===== config.mk =====
export PLATFORM = sky130hd
export DESIGN_NAME = sparse_job_sequencer_flat
export DESIGN_NICKNAME = d
export VERILOG_FILES = /design/src/rtl/seq_pkg.sv /design/src/rtl/sparse_job_sequencer_if.sv /design/src/rtl/sparse_job_sequencer_lfsr.sv /design/src/rtl/sparse_job_sequencer.sv /design/src/flat_wrapper.sv
export SDC_FILE = /design/constraint.sdc
export NUM_CORES = 1
export LEC_CHECK = 0
export BUFFER_PORTS_ARGS = -buffer_cell sky130_fd_sc_hd__buf_2
export CORE_ASPECT_RATIO = 1.5
export CORE_UTILIZATION = 47
export CTS_CLUSTER_DIAMETER = 60
export DETAILED_ROUTE_END_ITERATION = 12
export MAX_ROUTING_LAYER = met4
export PLACE_DENSITY_LB_ADDON = 0.2
export SLEW_MARGIN = 20
export SYNTH_ARGS = -nofsm -noshare
export SYNTH_HDL_FRONTEND = slang
export SYNTH_HIERARCHICAL = 1
export SYNTH_SLANG_ARGS = --single-unit

===== constraint.sdc =====
create_clock -name clk -period 4.9 [get_ports clk]
set_input_delay 0.98 -clock clk [delete_from_list [all_inputs] [get_ports clk]]
set_output_delay 0.98 -clock clk [all_outputs]
set_load 0.02 [all_outputs]

===== src/rtl/seq_pkg.sv =====
// rtl/seq_pkg.sv - shared types, constants and LFSR helpers for the sparse job sequencer
//
// Contents:
//   state_t             sequencer FSM states
//   LFSR_MASK           Galois feedback mask for x^16+x^14+x^13+x^11+1
//   LFSR_DEFAULT        LFSR reset value and substitute for a zero seed
//   lfsr_next()         one right-shift step of the Galois LFSR
//   lfsr_slot_is_real() slot decision taken from the current LFSR state
package seq_pkg;

    typedef enum logic [2:0] {
        IDLE,
        CLEAR,
        PICK,
        ISSUE,
        WAIT_BUSY,
        WAIT_DONE,
        FINISH
    } state_t;

    localparam logic [15:0] LFSR_MASK    = 16'hB400;
    localparam logic [15:0] LFSR_DEFAULT = 16'hACE1;

    function automatic logic [15:0] lfsr_next(input logic [15:0] s);
        return {1'b0, s[15:1]} ^ (s[0] ? LFSR_MASK : 16'h0000);
    endfunction

    // A set LSB selects a real job when both kinds are still pending.
    function automatic logic lfsr_slot_is_real(input logic [15:0] s);
        return s[0];
    endfunction

endpackage


===== src/rtl/sparse_job_sequencer_if.sv =====
// rtl/sparse_job_sequencer_if.sv - accumulator clear port and controller job handshake
//
// Signals:
//   acc_sel_o    sequencer owns the accumulator write port
//   acc_addr_o   accumulator clear address
//   acc_we_o     accumulator clear write enable
//   acc_wdata_o  accumulator clear data (always zero)
//   ctrl_start   one-cycle job start pulse to the controller
//   ctrl_addr_o  sparse entry address for the job
//   ctrl_dummy_o job is a dummy (trace only)
//   ctrl_busy    controller busy, driven by the controller
// Modports: master = sequencer, slave = accumulator/controller side.
interface sparse_job_sequencer_if #(
    parameter int WORD_WIDTH = 32
);
    logic                  acc_sel_o;
    logic [9:0]            acc_addr_o;
    logic                  acc_we_o;
    logic [WORD_WIDTH-1:0] acc_wdata_o;
    logic                  ctrl_start;
    logic [9:0]            ctrl_addr_o;
    logic                  ctrl_dummy_o;
    logic                  ctrl_busy;

    modport master (
        output acc_sel_o, acc_addr_o, acc_we_o, acc_wdata_o,
        output ctrl_start, ctrl_addr_o, ctrl_dummy_o,
        input  ctrl_busy
    );

    modport slave (
        input  acc_sel_o, acc_addr_o, acc_we_o, acc_wdata_o,
        input  ctrl_start, ctrl_addr_o, ctrl_dummy_o,
        output ctrl_busy
    );
endinterface


===== src/rtl/sparse_job_sequencer_lfsr.sv =====
// rtl/sparse_job_sequencer_lfsr.sv - 16-bit right-shifting Galois LFSR with seed load
//
// Ports:
//   clk    in   clock, rising edge
//   rst    in   asynchronous active-high reset, state -> LFSR_DEFAULT
//   load   in   load seed (zero seed replaced by LFSR_DEFAULT); wins over step
//   seed   in   16-bit seed
//   step   in   advance one position
//   state  out  current LFSR value
module galois_lfsr16
    import seq_pkg::*;
(
    input  logic        clk,
    input  logic        rst,
    input  logic        load,
    input  logic [15:0] seed,
    input  logic        step,
    output logic [15:0] state
);

    always_ff @(posedge clk or posedge rst) begin
        if (rst) begin
            state <= LFSR_DEFAULT;
        end else if (load) begin
            // An all-zero state would lock the LFSR, so zero seeds fall back to the default.
            state <= (seed == 16'h0000) ? LFSR_DEFAULT : seed;
        end else if (step) begin
            state <= lfsr_next(state);
        end
    end

endmodule


===== src/rtl/sparse_job_sequencer.sv =====
// rtl/sparse_job_sequencer.sv - clears accumulator memory then dispatches real and dummy controller jobs
//
// Ports:
//   clk      in   clock, rising edge
//   rst      in   asynchronous active-high reset
//   start    in   run request pulse, honoured only in IDLE
//   seed_i   in   LFSR seed, sampled on accepted start
//   busy     out  run in progress
//   done     out  one-cycle pulse at end of run
//   error    out  sticky controller start timeout, cleared on next accepted start
//   bus      master modport: accumulator clear port and controller job handshake
module sparse_job_sequencer
    import seq_pkg::*;
#(
    parameter int WORD_WIDTH = 32,
    parameter int MEM_SIZE   = 553,
    parameter int REAL_JOBS  = 50,
    parameter int DUMMY_JOBS = 16,
    parameter int DUMMY_BASE = 64,
    parameter int START_TO   = 8
) (
    input  logic                          clk,
    input  logic                          rst,
    input  logic                          start,
    input  logic [15:0]                   seed_i,
    output logic                          busy,
    output logic                          done,
    output logic                          error,
    sparse_job_sequencer_if.master        bus
);

    localparam int TW = $clog2(START_TO + 1);

    state_t        state;
    logic [9:0]    acc_addr_q;
    logic          acc_sel_q;
    logic          acc_we_q;
    logic          ctrl_start_q;
    logic [9:0]    ctrl_addr_q;
    logic          ctrl_dummy_q;
    logic [6:0]    rem_real;
    logic [6:0]    rem_dummy;
    logic [6:0]    real_idx;
    logic [6:0]    dummy_idx;
    logic [TW-1:0] timer;
    logic          ctrl_busy_q;
    logic [15:0]   lfsr_q;
    logic          lfsr_load;
    logic          lfsr_step;
    logic          pick_real;

    assign lfsr_load = (state == IDLE) && start;
    assign lfsr_step = (state == PICK);

    // Forcing order: no dummies left -> real; no reals left -> dummy; else the LFSR decides.
    always_comb begin
        pick_real = 1'b0;
        if (rem_dummy == 7'd0) begin
            pick_real = 1'b1;
        end else if (rem_real == 7'd0) begin
            pick_real = 1'b0;
        end else begin
            pick_real = lfsr_slot_is_real(lfsr_q);
        end
    end

    galois_lfsr16 u_lfsr (
        .clk   (clk),
        .rst   (rst),
        .load  (lfsr_load),
        .seed  (seed_i),
        .step  (lfsr_step),
        .state (lfsr_q)
    );

    assign bus.acc_sel_o    = acc_sel_q;
    assign bus.acc_addr_o   = acc_addr_q;
    assign bus.acc_we_o     = acc_we_q;
    assign bus.acc_wdata_o  = {WORD_WIDTH{1'b0}};
    assign bus.ctrl_start   = ctrl_start_q;
    assign bus.ctrl_addr_o  = ctrl_addr_q;
    assign bus.ctrl_dummy_o = ctrl_dummy_q;

    always_ff @(posedge clk or posedge rst) begin
        if (rst) begin
            state        <= IDLE;
            busy         <= 1'b0;
            done         <= 1'b0;
            error        <= 1'b0;
            acc_addr_q   <= 10'd0;
            acc_sel_q    <= 1'b0;
            acc_we_q     <= 1'b0;
            ctrl_start_q <= 1'b0;
            ctrl_addr_q  <= 10'd0;
            ctrl_dummy_q <= 1'b0;
            rem_real     <= 7'd0;
            rem_dummy    <= 7'd0;
            real_idx     <= 7'd0;
            dummy_idx    <= 7'd0;
            timer        <= '0;
            ctrl_busy_q  <= 1'b0;
        end else begin
            ctrl_busy_q  <= bus.ctrl_busy;
            done         <= 1'b0;
            ctrl_start_q <= 1'b0;
            case (state)
                IDLE: begin
                    if (start) begin
                        rem_real   <= 7'(REAL_JOBS);
                        rem_dummy  <= 7'(DUMMY_JOBS);
                        real_idx   <= 7'd0;
                        dummy_idx  <= 7'd0;
                        busy       <= 1'b1;
                        error      <= 1'b0;
                        acc_sel_q  <= 1'b1;
                        acc_we_q   <= 1'b1;
                        acc_addr_q <= 10'd0;
                        state      <= CLEAR;
                    end
                end
                CLEAR: begin
                    if (acc_addr_q == 10'(MEM_SIZE - 1)) begin
                        acc_sel_q  <= 1'b0;
                        acc_we_q   <= 1'b0;
                        acc_addr_q <= 10'd0;
                        state      <= PICK;
                    end else begin
                        acc_addr_q <= acc_addr_q + 10'd1;
                    end
                end
                PICK: begin
                    if (pick_real) begin
                        ctrl_addr_q  <= {3'b000, real_idx};
                        ctrl_dummy_q <= 1'b0;
                        real_idx     <= real_idx + 7'd1;
                        rem_real     <= rem_real - 7'd1;
                    end else begin
                        ctrl_addr_q  <= 10'(DUMMY_BASE) + {3'b000, dummy_idx};
                        ctrl_dummy_q <= 1'b1;
                        dummy_idx    <= dummy_idx + 7'd1;
                        rem_dummy    <= rem_dummy - 7'd1;
                    end
                    // Registered so the pulse lines up with the ISSUE cycle.
                    ctrl_start_q <= 1'b1;
                    state        <= ISSUE;
                end
                ISSUE: begin
                    timer <= '0;
                    state <= WAIT_BUSY;
                end
                WAIT_BUSY: begin
                    if (bus.ctrl_busy) begin
                        state <= WAIT_DONE;
                    end else if (timer == TW'(START_TO - 1)) begin
                        error <= 1'b1;
                        state <= FINISH;
                    end else begin
                        timer <= timer + 1'b1;
                    end
                end
                WAIT_DONE: begin
                    // Completion is the busy falling edge; the controller's done flag is sticky.
                    if (ctrl_busy_q && !bus.ctrl_busy) begin
                        if (rem_real == 7'd0 && rem_dummy == 7'd0) begin
                            state <= FINISH;
                        end else begin
                            state <= PICK;
                        end
                    end
                end
                FINISH: begin
                    done  <= 1'b1;
                    busy  <= 1'b0;
                    state <= IDLE;
                end
                default: state <= IDLE;
            endcase
        end
    end

endmodule

===== src/flat_wrapper.sv =====
// flat-port wrapper written by rule: the top's interface ports become plain ports
module sparse_job_sequencer_flat import seq_pkg::*;
#(
    parameter int WORD_WIDTH = 32,
    parameter int MEM_SIZE   = 553,
    parameter int REAL_JOBS  = 50,
    parameter int DUMMY_JOBS = 16,
    parameter int DUMMY_BASE = 64,
    parameter int START_TO   = 8
)
  (clk, rst, start, seed_i, busy, done, error, bus_acc_sel_o, bus_acc_addr_o, bus_acc_we_o, bus_acc_wdata_o, bus_ctrl_start, bus_ctrl_addr_o, bus_ctrl_dummy_o, bus_ctrl_busy);
  sparse_job_sequencer_if #(.WORD_WIDTH(WORD_WIDTH)) bus_i ();
  input  logic clk;
  input  logic rst;
  input  logic start;
  input  logic [15:0] seed_i;
  output logic busy;
  output logic done;
  output logic error;
  output wire logic [$bits(bus_i.acc_sel_o)-1:0] bus_acc_sel_o;
  output wire logic [$bits(bus_i.acc_addr_o)-1:0] bus_acc_addr_o;
  output wire logic [$bits(bus_i.acc_we_o)-1:0] bus_acc_we_o;
  output wire logic [$bits(bus_i.acc_wdata_o)-1:0] bus_acc_wdata_o;
  output wire logic [$bits(bus_i.ctrl_start)-1:0] bus_ctrl_start;
  output wire logic [$bits(bus_i.ctrl_addr_o)-1:0] bus_ctrl_addr_o;
  output wire logic [$bits(bus_i.ctrl_dummy_o)-1:0] bus_ctrl_dummy_o;
  input wire logic [$bits(bus_i.ctrl_busy)-1:0] bus_ctrl_busy;
  assign bus_acc_sel_o = bus_i.acc_sel_o;
  assign bus_acc_addr_o = bus_i.acc_addr_o;
  assign bus_acc_we_o = bus_i.acc_we_o;
  assign bus_acc_wdata_o = bus_i.acc_wdata_o;
  assign bus_ctrl_start = bus_i.ctrl_start;
  assign bus_ctrl_addr_o = bus_i.ctrl_addr_o;
  assign bus_ctrl_dummy_o = bus_i.ctrl_dummy_o;
  assign bus_i.ctrl_busy = bus_ctrl_busy;
  sparse_job_sequencer #(.WORD_WIDTH(WORD_WIDTH), .MEM_SIZE(MEM_SIZE), .REAL_JOBS(REAL_JOBS), .DUMMY_JOBS(DUMMY_JOBS), .DUMMY_BASE(DUMMY_BASE), .START_TO(START_TO)) u_core (.clk(clk), .rst(rst), .start(start), .seed_i(seed_i), .busy(busy), .done(done), .error(error), .bus(bus_i));
endmodule

Yosys cells after proc, flatten, opt, wreduce, memory -nomap -nowiden
Cells that the tools add are included.

storage, ports and cells
  output and inout bits = 59
  logic and storage cells = 105
  flip-flop bits (word level) = 78
  memories kept = 0
  latch bits = 0
  input bits = 20
  ROM bits = 0
  bits in writable memories = 0

cells by class
  add/sub/neg operators = 7
  magnitude comparators = 0
  eq/ne operators = 17
  bitwise operators = 1
  mux-type cells = 42
  reductions and logical operators = 22
  divide/modulo/power cells = 0
  shifts and indexed selects = 0
  multiply operators = 0

operator list
  operator                                              number
  two-way mux 16 bit                                    4
  case mux 7 bit (2 select lines)                       4
  two-way mux 7 bit                                     7
  two-way mux 10 bit                                    3
  case mux 10 bit (2 select lines)                      1
  two-way mux 3 bit                                     6
  case mux 3 bit (6 select lines)                       1
  logical NOT 16 bit                                    1
  bitwise XOR 15 x 16 -> 16 bit                         1
  adder 7 x 1 -> 7 bit (second input constant)          2
  logical NOT 7 bit                                     2
  subtractor 7 x 1 -> 7 bit (second input constant)     2
  AND reduction 3 bit                                   4
  nonzero test 2 bit                                    6
  adder 10 x 1 -> 10 bit (second input constant)        1
  equality test 10 bit (second input constant)          1
  two-way mux 1 bit                                     10
  != test 2 bit (second input constant)                 5
  equality test 3 bit (second input constant)           3
  adder 7 x 7 -> 8 bit (first input constant)           1
  two-way mux 4 bit                                     2
  case mux 4 bit (2 select lines)                       1
  AND reduction 4 bit                                   2
  equality test 3 x 2 -> 1 bit (second input constant)  2
  other kinds (10)                                      17

Longest topological paths before layout
Gate-level depths: netlist of the first run.

  word-level depth = 5
  mapped depth = 10
  depth with buffers taken out = 6

Modules after synthesis
Netlist of the first run, hierarchy kept.

by module, submodules not included
  module                area each (um^2)  times used  cells each  seq. area each (um^2)
  sparse_job_sequencer  3608.5            1           374         1501.4
  galois_lfsr16         840.8             1           72          410.4

Worst setup path after synthesis of the first run
Ideal clock, no wire load.

  path kind = flip-flop to flip-flop
  start = register u_core.state[2]
  end = register u_core.u_lfsr.state[14]
  slack = 2.533 ns
  period minus slack after synthesis = 2.367 ns
  library setup time = 0.135 ns
  cell stages (with the launch flop) = 11
  data required time = 4.765 ns
  arrival = 2.232 ns
  buffers on the path = 6
  path through = dfrtp_1 > buf_6 > or3b_1 > buf_6 > inv_2 > buf_4 > buf_4 > buf_2 > clkbuf_1 > mux2i_1 > o21ai_0

between the ends
  elaborated cells on any way between the ends = 5
  those cells by class = 1 x eq/ne; 1 x mux; 3 x reduce/logical

RTL lines
  element                       line                             RTL
  start, declared               sparse_job_sequencer.sv:34       state_t state;
  start signal, assigned        sparse_job_sequencer.sv:86       state <= IDLE;
  start signal, assigned        sparse_job_sequencer.sv:118      state <= CLEAR;
  start signal, assigned        sparse_job_sequencer.sv:126      state <= PICK;
  equality test 3 x 2 -> 1 bit  sparse_job_sequencer.sv:53       assign lfsr_step = (state == PICK);
  via u_core.lfsr_step          sparse_job_sequencer.sv:49       logic lfsr_step;
  nonzero test 2 bit (no line)  -
  end signal, assigned          sparse_job_sequencer_lfsr.sv:26  state <= (seed == 16'h0000) ? LFSR_DEFAULT : seed;
  end signal, assigned          sparse_job_sequencer_lfsr.sv:28  state <= lfsr_next(state);
  end, declared                 sparse_job_sequencer_lfsr.sv:18  output logic [15:0] state

The timed path passes the listed nets, and every way through them passes these cells.
A chain may end at the register's enable or synchronous reset.

Final worst setup path of the first run
  start = register u_core.state[1]
  end = register u_core.u_lfsr.state[11]

between the ends
  word-level cells in the longest chain between the ends = 3
  elaborated cells on any way between the ends = 5
  those cells by class = 1 x eq/ne; 1 x mux; 3 x reduce/logical

RTL lines
  element                                                   line                        RTL
  logical NOT 3 bit                                         sparse_job_sequencer.sv:52  assign lfsr_load = (state == IDLE) && start;
  logical AND 1 bit                                         sparse_job_sequencer.sv:52
  two-way mux 16 bit or nonzero test 2 bit (tied branches)  -

Parallel ways exist; a longest one is shown, timed or not.

==> summary.md, run 1 <==
| Metric | Value |
|---|---|
| Worst reg2reg setup slack | `2.19 ns` |
| WL/cell | `14.96 um` |
| CP max-delay cell | `inv_2` |
| Post-synth EDFFs | `0` |
| Most frequent cells in the layout | `dfrtp_1 (68), buf_2 (44), conb_1 (34), nand2_1 (31), o21ai_0 (25)` |
| Worst r2r path cells | `4` |
| WHS Path Cells | `2` |
| Placer's final routability congestion estimate | `0.8787` |
| Critical path class | `reg2reg` |
| Post-route cell area | `4832 um^2` |
| Status | `finished clean` |
| Final Setup Violations | `0` |
| Startpoint Class | `register` |
| Synth warn | `6` |
| IO Port Bufs | `44` |
| Worst Path Max Fanout | `50` |
| DRT antenna net count | `0` |
| Fin util | `0.5252` |
| WP buf/inv | `1` |
| Hold_ws | `0.4728 ns` |
| FP Rows | `43` |
| Setup Buffers After CTS | `0` |
| Worst Slack Setup Final | `2.191 ns` |
| DR vias/cell | `5.569` |
| Critical path's top delay family | `buffers and inverters` |
| Hold_sp | `u_core/bus.ctrl_addr_o[7]` |
| Clock root buffer | `clkbuf_16` |
| Hpwl dp | `6077 um` |
| Max Freq | `0.3691 GHz` |
| FF-to-FF Start | `u_core/state[1]` |
| Commonest non-fill, non-tap cell in the layout | `dfrtp_1` |
| Drt pass-1 iters | `5` |
| Overflow after GRT | `0` |
| CP Data Required Time | `5.16 ns` |
| Synthesized area | `4449 um^2` |
| Area Overhead vs Synth | `8.605%` |
| Hold Buf Count CTS | `0` |
| Slew at the pin with the worst max-slew slack | `0.9015 ns` |
| Clk slew on worst S/H paths | `0.05 ns` |
| Vias in the first global route | `3210` |
| Unique masters post-synth | `71` |
| Tmin final | `2.709 ns` |
| Die Footprint | `9867 um^2` |
| IO Count | `79` |
| Initial drt markers | `263` |
| Die Width | `81.44 um` |
| Num CTS Buffers | `9` |
| Clk_skew | `0.007757 ns` |
| Placeable Area | `9200 um^2` |
| Die Y-Extent | `121.2 um` |
| Routed vias | `3319` |
| CTS resizes | `0` |
| Unrepaired setup endpoints after global routing | `no` |
| Placement Setup Slack | `2.182 ns` |
| Post-DP Area | `4533 um^2` |
| Max cap viols | `0` |
| Max_slew headroom | `0.3981` |
| Leakage | `0.002132 uW` |
| Number of synthesized register bits | `76` |
| Final nets | `508` |
| First-pass GRT wire length | `15100 um` |
| Peak supply drop | `0.0002821 V` |
| Layout cells sized above 1 | `0.2149` |
| Final wirelength | `8915 um` |
| Clock sinks | `76` |
| Antenna cell count | `0` |
| Htree depth | `3` |
| Hold Violations, Final | `0` |
| Post-synthesis cell count | `446` |
| RR Endpoint | `u_core/u_lfsr/state[11]` |
| Final Cycle Share | `0.5529` |
| Part of the Yosys area used for sequential elements | `0.4297` |
| Count of pins over their slew limit | `0` |
| Hold Path End | `u_core/bus.ctrl_addr_o[7]` |
| CTS tree | `yes` |
| Synth Flop Type | `dfrtp_1` |
| Cell Pwr Density | `615.8 nW/um^2` |
| Maximum number of pins on one net before global-route repair | `61` |
| Antenna violations before repair | `0` |
| Post-Syn Area per Cell | `9.976 um^2` |
| Initial Util | `0.4836` |
| Setup TNS Final | `0 ns` |
| Max Root-Sink Buffers | `2` |
| DRC | `0` |
| Post-synth ARST share | `1.000` |
| Worst hold path class | `reg2reg` |
| Largest stage delay, worst path | `0.78 ns` |
| Worst path cell trace | `or3b_1 -> inv_2 -> mux2_2 -> o22a_2` |
| Clk_lat worst skew | `0.34 ns` |
| Setup crit end kind | `register` |
| WP data arrival | `2.97 ns` |
| GRT Overall Usage | `0.2073` |
worst register-to-register path, cell delays in order, from the launching register on:
cell,delay (ns)
dfrtp_1,0.55
or3b_1,0.68
inv_2,0.79
mux2_2,0.43
o22a_2,0.20
layer usage:
metal  vias to the layer above  global-route usage  share of wire
met1                      1618              0.2493           0.43
met3                        17             0.02481          0.029
met2                        68              0.3271           0.51
met4                         0              0.1250          0.032
met5                         -                   -              0
li1                       1616                   -              -
metrics by stage:
stage | instances | power (uW)
2_1_floorplan | 479 | 2101
3_3_place_gp | 580 | 2295
3_5_place_dp | 580 | 2325
4_1_cts | 596 | 3004
5_1_grt | 596 | 3198
6_report | 596 | 2976
how the worst max path moves through the flow:
stage / from / to / slack, ns / cells after the start
3_5_place_dp: u_core/state[1] / u_core/u_lfsr/state[11] / 2.18 / 4
4_1_cts: u_core/state[1] / u_core/u_lfsr/state[11] / 2.17 / 4
5_1_grt: u_core/state[1] / u_core/rem_real[2] / 1.98 / 4
3_3_place_gp: u_core/state[1] / u_core/u_lfsr/state[7] / 2.24 / 4
6_report: u_core/state[1] / u_core/u_lfsr/state[11] / 2.19 / 4
2_1_floorplan: rst / u_core/bus.acc_addr_o[0] / 2.44 / 1
Yosys cell counts (6+ instances only):
master | instances | area share
inv_1 | 21 | 0.018
ha_1 | 9 | 0.025
o21ai_0 | 25 | 0.028
buf_6 | 7 | 0.018
nand2_1 | 31 | 0.026
dfrtp_1 | 68 | 0.38
buf_4 | 39 | 0.066
nand3_1 | 23 | 0.026
mux2i_1 | 16 | 0.036
dfstp_2 | 8 | 0.047
and3_1 | 9 | 0.013
a31oi_1 | 23 | 0.032
o211ai_1 | 10 | 0.017
nor3_1 | 10 | 0.011
clkbuf_1 | 6 | 0.0051
o21a_1 | 7 | 0.012
a21oi_1 | 18 | 0.020
nor2_1 | 19 | 0.016
mux2_2 | 8 | 0.020
cells by family (layout without fill, tap and decap cells):
group           after synthesis  after routing  share of synthesized area
compound gates              124            124                     0.2014
xor+xnor                      7              7                    0.01378
fa+ha+maj                     9              9                    0.02531
buf+inv                      80             85                     0.1136
flops                        76             76                     0.4297
mux                          25             25                    0.05877
other cells                   1             34                  0.0008428
simple gates                124            124                     0.1566
report_power, final:
| group | leakage, uW | switching [uW] | internal (uW) | total [uW] |
|---|---|---|---|---|
| clock network | 0.000147 | 240 | 422 | 662 |
| registers | 0.000950 | 238 | 888 | 1130 |
| logic | 0.00103 | 708 | 480 | 1190 |
area by class of cell:
type / instances / area [um^2]
clock buffer: 14 / 264.0
clock inverter: 2 / 35.03
fill: 852 / 4368
inverter: 22 / 82.58
multi-input combinational: 323 / 2156
sequential: 76 / 1912
tap: 112 / 140.1
timing repair buffer: 47 / 242.7
state kept, by name, indices dropped and copies added, names as in the netlist:
signal,count
u_core/rem_real,7
u_core/bus.acc_we_o,1
u_core/rem_dummy,7
u_core/busy,1
u_core/timer,4
u_core/ctrl_busy_q,1
u_core/bus.acc_addr_o,10
u_core/done,1
u_core/real_idx,7
u_core/state,3
u_core/bus.ctrl_addr_o,8
u_core/bus.ctrl_dummy_o,1
u_core/error,1
u_core/u_lfsr/state,16
u_core/bus.ctrl_start,1
u_core/dummy_idx,7
No activity file was read; power rests on OpenSTA's default activity.
==> inputs of run 2 (changes only) <==
==> constraint.sdc (replaced) <==
create_clock -name clk -period 2.72 [get_ports clk]
set_input_delay 0.544 -clock clk [delete_from_list [all_inputs] [get_ports clk]]
set_output_delay 0.544 -clock clk [all_outputs]
set_load 0.02 [all_outputs]
==> run 2 against run 1 <==
Compared with the run above: total power increased by 89%; sequential share of layout area is 0.86 points lower; global-route usage up 1.4 points; via count rose by 2.4%; design area is 2.2% higher; clock-buffer cell count decreased by 5; sequential power is 81% higher; critical path type unchanged; critical endpoint is now u_core/bus.ctrl_addr_o[6]; largest cell class unchanged; highest routed layer unchanged.
==> summary.md, run 2 (synthesis results as in run 1) <==
| Metric | Value |
|---|---|
| Antenna cell count | `0 (unchanged)` |
| Psw | `2213 uW (was 1186 uW)` |
| Clk slew on worst S/H paths | `0.06 ns (was 0.05 ns)` |
| Startpoint Class | `register (unchanged)` |
| Clock group share of total power | `0.247 (was 0.222)` |
| Maximum number of pins on one net before global-route repair | `32 (was 61)` |
| Worst r2r path cells | `7 (was 4)` |
| Max_slew headroom | `0.4155 (was 0.3981)` |
| Die Footprint | `9867 um^2 (unchanged)` |
| Drt pass-1 iters | `6 (was 5)` |
| Final Setup Violations | `0 (unchanged)` |
| Die Y-Extent | `121.2 um (unchanged)` |
| First-pass GRT wire length | `16030 um (was 15100 um)` |
| Commonest non-fill, non-tap cell in the layout | `dfrtp_1 (unchanged)` |
| Hold Violations, Final | `0 (unchanged)` |
| Dpl cells | `586 (was 580)` |
| Unrepaired setup endpoints after global routing | `no (unchanged)` |
| Internal power | `3404 uW (was 1790 uW)` |
| Final std cells w/o fill | `602 (was 596)` |
| Antenna violations before repair | `0 (unchanged)` |
| Flop pwr share | `0.363 (was 0.378)` |
| Final wirelength | `9429 um (was 8915 um)` |
| Fillers | `816 (was 852)` |
| Comb pwr share | `0.390 (was 0.399)` |
| CTS resizes | `0 (unchanged)` |
| Overflow after GRT | `0 (unchanged)` |
| DRC | `0 (unchanged)` |
| DRT antenna net count | `0 (unchanged)` |
| Max cap viols | `0 (unchanged)` |
| WP data arrival | `2.41 ns (was 2.97 ns)` |
| DR vias/cell | `5.645 (was 5.569)` |
| WL/cell | `15.66 um (was 14.96 um)` |
| GRT Overall Usage | `0.2215 (was 0.2073)` |
| Initial Util | `0.4836 (unchanged)` |
| Hpwl dp | `6673 um (was 6077 um)` |
| FP Rows | `43 (unchanged)` |
| Layout cells sized above 1 | `0.2306 (was 0.2149)` |
| Placeable Area | `9200 um^2 (unchanged)` |
| IO Port Bufs | `44 (unchanged)` |
| Final Cycle Share | `0.7894 (was 0.5529)` |
| Leakage | `0.002186 uW (was 0.002132 uW)` |
| Initial drt markers | `206 (was 263)` |
| Most frequent cells in the layout | `dfrtp_1 (68), buf_2 (44), conb_1 (34), nand2_1 (31), o21ai_0 (25) (unchanged)` |
| Max Freq | `0.4657 GHz (was 0.3691 GHz)` |
| Num CTS Buffers | `9 (unchanged)` |
| Setup crit end kind | `register (unchanged)` |
| Critical path class | `reg2reg (unchanged)` |
| Max Root-Sink Buffers | `2 (unchanged)` |
| Vias in the first global route | `3219 (was 3210)` |
| Placer's final routability congestion estimate | `0.9233 (was 0.8787)` |
| Clk_lat worst skew | `0.34 ns (about the same)` |
| Status | `finished clean (unchanged)` |
| Htree depth | `3 (unchanged)` |
| Clock root buffer | `clkbuf_16 (unchanged)` |
| Worst hold path class | `in2async (was reg2reg)` |
| Sw frac | `0.3940 (was 0.3987)` |
| Die Width | `81.44 um (unchanged)` |
| IO Count | `79 (unchanged)` |
| Clk_skew | `0.008588 ns (was 0.007757 ns)` |
| Setup TNS Final | `0 ns (unchanged)` |
| Cell Pwr Density | `1137 nW/um^2 (was 615.8 nW/um^2)` |
| Final nets | `514 (was 508)` |
| Max reg flops | `16 (unchanged)` |
| Area Overhead vs Synth | `11.02% (was 8.605%)` |
| Worst Path Max Fanout | `8 (was 50)` |
| Top reg by flops | `u_core/u_lfsr/state (unchanged)` |
| Peak supply drop | `0.0005854 V (was 0.0002821 V)` |
| Tmin final | `2.147 ns (was 2.709 ns)` |
| CP Data Required Time | `2.99 ns (was 5.16 ns)` |
| Count of pins over their slew limit | `0 (unchanged)` |
| Fin util | `0.5369 (was 0.5252)` |
| Setup Buffers After CTS | `0 (unchanged)` |
| CTS tree | `yes (unchanged)` |
| Slew at the pin with the worst max-slew slack | `0.8689 ns (was 0.9015 ns)` |
| Routed vias | `3398 (was 3319)` |
| Hold Buf Count CTS | `0 (unchanged)` |
| Clock sinks | `76 (unchanged)` |
run 2: cell count changes in the layout (fill, tap and decap cells not counted):
cell and delta:
clkinvlp_4 +1, bufinv_16 +2, clkinv_4 +2, buf_12 +1
clkinv_2 -1, clkbuf_8 -2, clkbuf_1 -3, buf_4 +5
inv_6 +1
run 2: through the flow:
| step | total power, uW | hold slack, ns | area, um^2 | setup slack [ns] |
|---|---|---|---|---|
| floorplan | 3785 | 0.4520 | 4573 | 0.3528 |
| global placement | 4199 | 0.4570 | 4591 | 0.6254 |
| detailed placement | 4252 | 0.4682 | 4591 | 0.6152 |
| CTS | 5667 | 0.2941 | 4940 | 0.5969 |
| global route | 6025 | 0.3356 | 4940 | 0.4543 |
| finish | 5618 | 0.2830 | 4940 | 0.5729 |
run 2: routing by layer:
layer / vias to the layer above / GRT usage / share of wire
li1: 1643 / - / -
met1: 1656 / 0.2638 / 0.42
met2: 81 / 0.3568 / 0.51
met3: 18 / 0.03459 / 0.034
met4: 0 / 0.1127 / 0.031
met5: - / - / 0
run 2: worst paths after layout:
path | slack (ns) | from | end
worst min register to register | 0.48 | u_core/bus.ctrl_dummy_o | u_core/bus.ctrl_dummy_o
max in group asynchronous | 1.80 | rst | u_core/rem_real[1]
worst min-delay path | 0.28 | rst | u_core/u_lfsr/state[2]
min in group clk | 0.38 | bus_ctrl_busy | u_core/ctrl_busy_q
worst max-delay path | 0.57 | u_core/rem_real[0] | u_core/bus.ctrl_addr_o[6]
worst max register to register | 0.57 | u_core/rem_real[0] | u_core/bus.ctrl_addr_o[6]
run 2: worst max-delay path, stage by stage (launching register included):
cell and delay (ns):
dfrtp_1 0.37, inv_1 0.11, ha_1 0.15, nor4b_2 0.30, a21boi_0 0.37, buf_4 0.27
or3_1 0.34, a31oi_1 0.15
run 2: power groups by stage:
stage / sequential, uW / clock [uW] / combinational (uW)
6_report: 2040 / 1390 / 2190
4_1_cts: 2040 / 1420 / 2200
3_3_place_gp: 2040 / 0 / 2160
3_5_place_dp: 2060 / 0 / 2190
5_1_grt: 2120 / 1460 / 2440
2_1_floorplan: 2070 / 0 / 1710
run 2: area by class of cell:
type                       instances  area, um^2  area share
sequential                        76        1912      0.3870
clock inverter                     7       123.9     0.02508
inverter                          22       82.58     0.01672
clock buffer                       9       225.2     0.04559
tap                              112       140.1     0.02837
timing repair buffer              53       300.3     0.06079
multi-input combinational        323        2156      0.4364
==> inputs of run 3 (changes only) <==
==> constraint.sdc (replaced) <==
create_clock -name clk -period 2 [get_ports clk]
set_input_delay 0.4 -clock clk [delete_from_list [all_inputs] [get_ports clk]]
set_output_delay 0.4 -clock clk [all_outputs]
set_load 0.02 [all_outputs]
==> run 3 against run 2 <==
Compared with the run above: via count increased by 0.77%; critical path depth fell by 2; largest cell class unchanged; global-route usage up 0.093 points.
==> summary.md, run 3 (synthesis results as in run 1) <==
| Metric | Value |
|---|---|
| Status | `finished clean (unchanged)` |
| Max cap viols | `0 (unchanged)` |
| DRT antenna net count | `0 (unchanged)` |
| IO Count | `79 (unchanged)` |
| Num CTS Buffers | `9 (unchanged)` |
| Drt pass-1 iters | `4 (was 6)` |
| Critical Path Stages | `5 (was 7)` |
| Initial drt markers | `209 (was 206)` |
| Final Setup Violations | `0 (unchanged)` |
| Die Y-Extent | `121.2 um (unchanged)` |
| Commonest non-fill, non-tap cell in the layout | `dfrtp_1 (unchanged)` |
| WL/cell | `15.08 um (was 15.66 um)` |
| WP data arrival | `2.08 ns (was 2.41 ns)` |
| Htree depth | `3 (unchanged)` |
| Worst Path Max Fanout | `17 (was 8)` |
| FP Rows | `43 (unchanged)` |
| CP max-delay cell | `dfrtp_1 (unchanged)` |
| Worst r2r path cells | `5 (was 7)` |
| Peak supply drop | `0.0007361 V (was 0.0005854 V)` |
| First-pass GRT wire length | `16130 um (was 16030 um)` |
| Flop pwr share | `0.352 (was 0.363)` |
| Die Width | `81.44 um (unchanged)` |
| Most frequent cells in the layout | `dfrtp_1 (68), buf_2 (44), conb_1 (34), nand2_1 (31), buf_4 (25) (was dfrtp_1 (68), buf_2 (44), conb_1 (34), nand2_1 (31), o21ai_0 (25))` |
| DR vias/cell | `5.514 (was 5.645)` |
| Setup crit end kind | `register (unchanged)` |
| Clk_lat worst skew | `0.34 ns (about the same)` |
| Antenna violations before repair | `0 (unchanged)` |
| Cell Pwr Density | `1519 nW/um^2 (was 1137 nW/um^2)` |
| Die Footprint | `9867 um^2 (unchanged)` |
| Fin util | `0.5523 (was 0.5369)` |
| Clk slew on worst S/H paths | `0.06 ns (about the same)` |
| Leakage | `0.002274 uW (was 0.002186 uW)` |
| Count of pins over their slew limit | `0 (unchanged)` |
| Worst Slack Setup Final | `0.1443 ns (was 0.5729 ns)` |
| Placer's final routability congestion estimate | `0.8946 (was 0.9233)` |
| Antenna cell count | `0 (unchanged)` |
| GRT Overall Usage | `0.2225 (was 0.2215)` |
| Slew at the pin with the worst max-slew slack | `0.5896 ns (was 0.8689 ns)` |
| Max reg flops | `16 (unchanged)` |
| Max Root-Sink Buffers | `2 (unchanged)` |
| Critical path class | `reg2reg (unchanged)` |
| DRC | `0 (unchanged)` |
| Internal power | `4714 uW (was 3404 uW)` |
| Max_slew headroom | `0.6065 (was 0.4155)` |
| Psw | `3006 uW (was 2213 uW)` |
| Vias in the first global route | `3338 (was 3219)` |
| IO Port Bufs | `44 (unchanged)` |
| Hold Buf Count CTS | `0 (unchanged)` |
| Startpoint Class | `register (unchanged)` |
| Tmin final | `1.856 ns (was 2.147 ns)` |
| WP buf/inv | `1 (was 2)` |
| Hpwl dp | `6902 um (was 6673 um)` |
| Area Overhead vs Synth | `14.20% (was 11.02%)` |
| CP Data Required Time | `2.22 ns (was 2.99 ns)` |
| Routed vias | `3424 (was 3398)` |
| Worst hold path class | `in2async (unchanged)` |
| Clock root buffer | `clkbuf_16 (unchanged)` |
| Hold Violations, Final | `0 (unchanged)` |
| Initial Util | `0.4836 (unchanged)` |
| Worst path cell trace | `or3b_1 -> buf_4 -> a21oi_2 -> a21o_4 -> mux2_1 (was inv_1 -> ha_1 -> nor4b_2 -> a21boi_0 -> buf_4 -> or3_1 -> a31oi_1)` |
| Max Freq | `0.5389 GHz (was 0.4657 GHz)` |
| Clock sinks | `76 (unchanged)` |
| Placeable Area | `9200 um^2 (unchanged)` |
| Sw frac | `0.3893 (was 0.3940)` |
| Clk_skew | `0.007103 ns (was 0.008588 ns)` |
| Unrepaired setup endpoints after global routing | `no (unchanged)` |
| Placement Setup Slack | `0.01663 ns (was 0.6152 ns)` |
| Top reg by flops | `u_core/u_lfsr/state (unchanged)` |
| Critical path's top delay family | `flip-flops (was simple AND/OR/NAND/NOR gates)` |
| Final wirelength | `9365 um (was 9429 um)` |
| Layout cells sized above 1 | `0.2534 (was 0.2306)` |
| Comb pwr share | `0.433 (was 0.390)` |
| Overflow after GRT | `0 (unchanged)` |
| CTS tree | `yes (unchanged)` |
| Final Cycle Share | `0.9279 (was 0.7894)` |
| Clock group share of total power | `0.216 (was 0.247)` |
| Largest stage delay, worst path | `0.43 ns (was 0.37 ns)` |
| Final nets | `533 (was 514)` |
| Maximum number of pins on one net before global-route repair | `29 (was 32)` |
## run 3: repair_timing
item                                    CTS  global route
resized for setup                         0             4
buffers inserted                          0             0
endpoints found under the setup margin    1            32
## run 3: final timing paths
kind	from	end	slack, ns
worst max-delay path	u_core/state[2]	u_core/rem_dummy[1]	0.14
worst min-delay path	rst	u_core/state[2]	0.02
worst max register to register	u_core/state[2]	u_core/rem_dummy[1]	0.14
worst min register to register	u_core/bus.ctrl_dummy_o	u_core/bus.ctrl_dummy_o	0.47
max in group asynchronous	rst	u_core/bus.acc_addr_o[7]	1.46
min in group clk	bus_ctrl_busy	u_core/ctrl_busy_q	0.23
## run 3: power by group through the flow
stage / logic (uW) / registers (uW) / clock network (uW)
floorplan: 2360 / 2820 / 0
CTS: 3340 / 2710 / 1710
global route: 3730 / 2800 / 1780
global placement: 3260 / 2700 / 0
finish: 3340 / 2710 / 1660
detailed placement: 3320 / 2730 / 0
## run 3: layer usage
metal  GRT usage  vias up  share of wire
li1            -     1669              -
met1      0.2557     1658           0.41
met2      0.3641       77           0.53
met3     0.04361       20          0.032
met4      0.1083        0          0.027
met5           -        -              0
## run 3: worst reg2reg max path: stages, from the launching register on
cell and delay [ns]:
dfrtp_1 0.43, or3b_1 0.40, buf_4 0.22, a21oi_2 0.20
a21o_4 0.18, mux2_1 0.31
## run 3: area by class of cell
cell class / count / area [um^2]
fill: 812 / 4119
multi-input combinational: 323 / 2171
sequential: 76 / 1912
timing repair buffer: 72 / 467.9
clock buffer: 15 / 277.8
tap: 112 / 140.1
inverter: 22 / 82.58
clock inverter: 1 / 30.03
## run 3: stage by stage
stage                     hold WS [ns]  cells  instance area, um^2  setup TNS, ns  power [uW]
after floorplan                 0.3080    479                 4597              0        5179
after global placement          0.3887    605                 4758              0        5955
after detailed placement        0.3860    605                 4758              0        6048
after CTS                      0.02728    621                 5066      -0.001352        7752
after global routing           0.04314    621                 5081              0        8311
final                          0.02076    621                 5081              0        7720
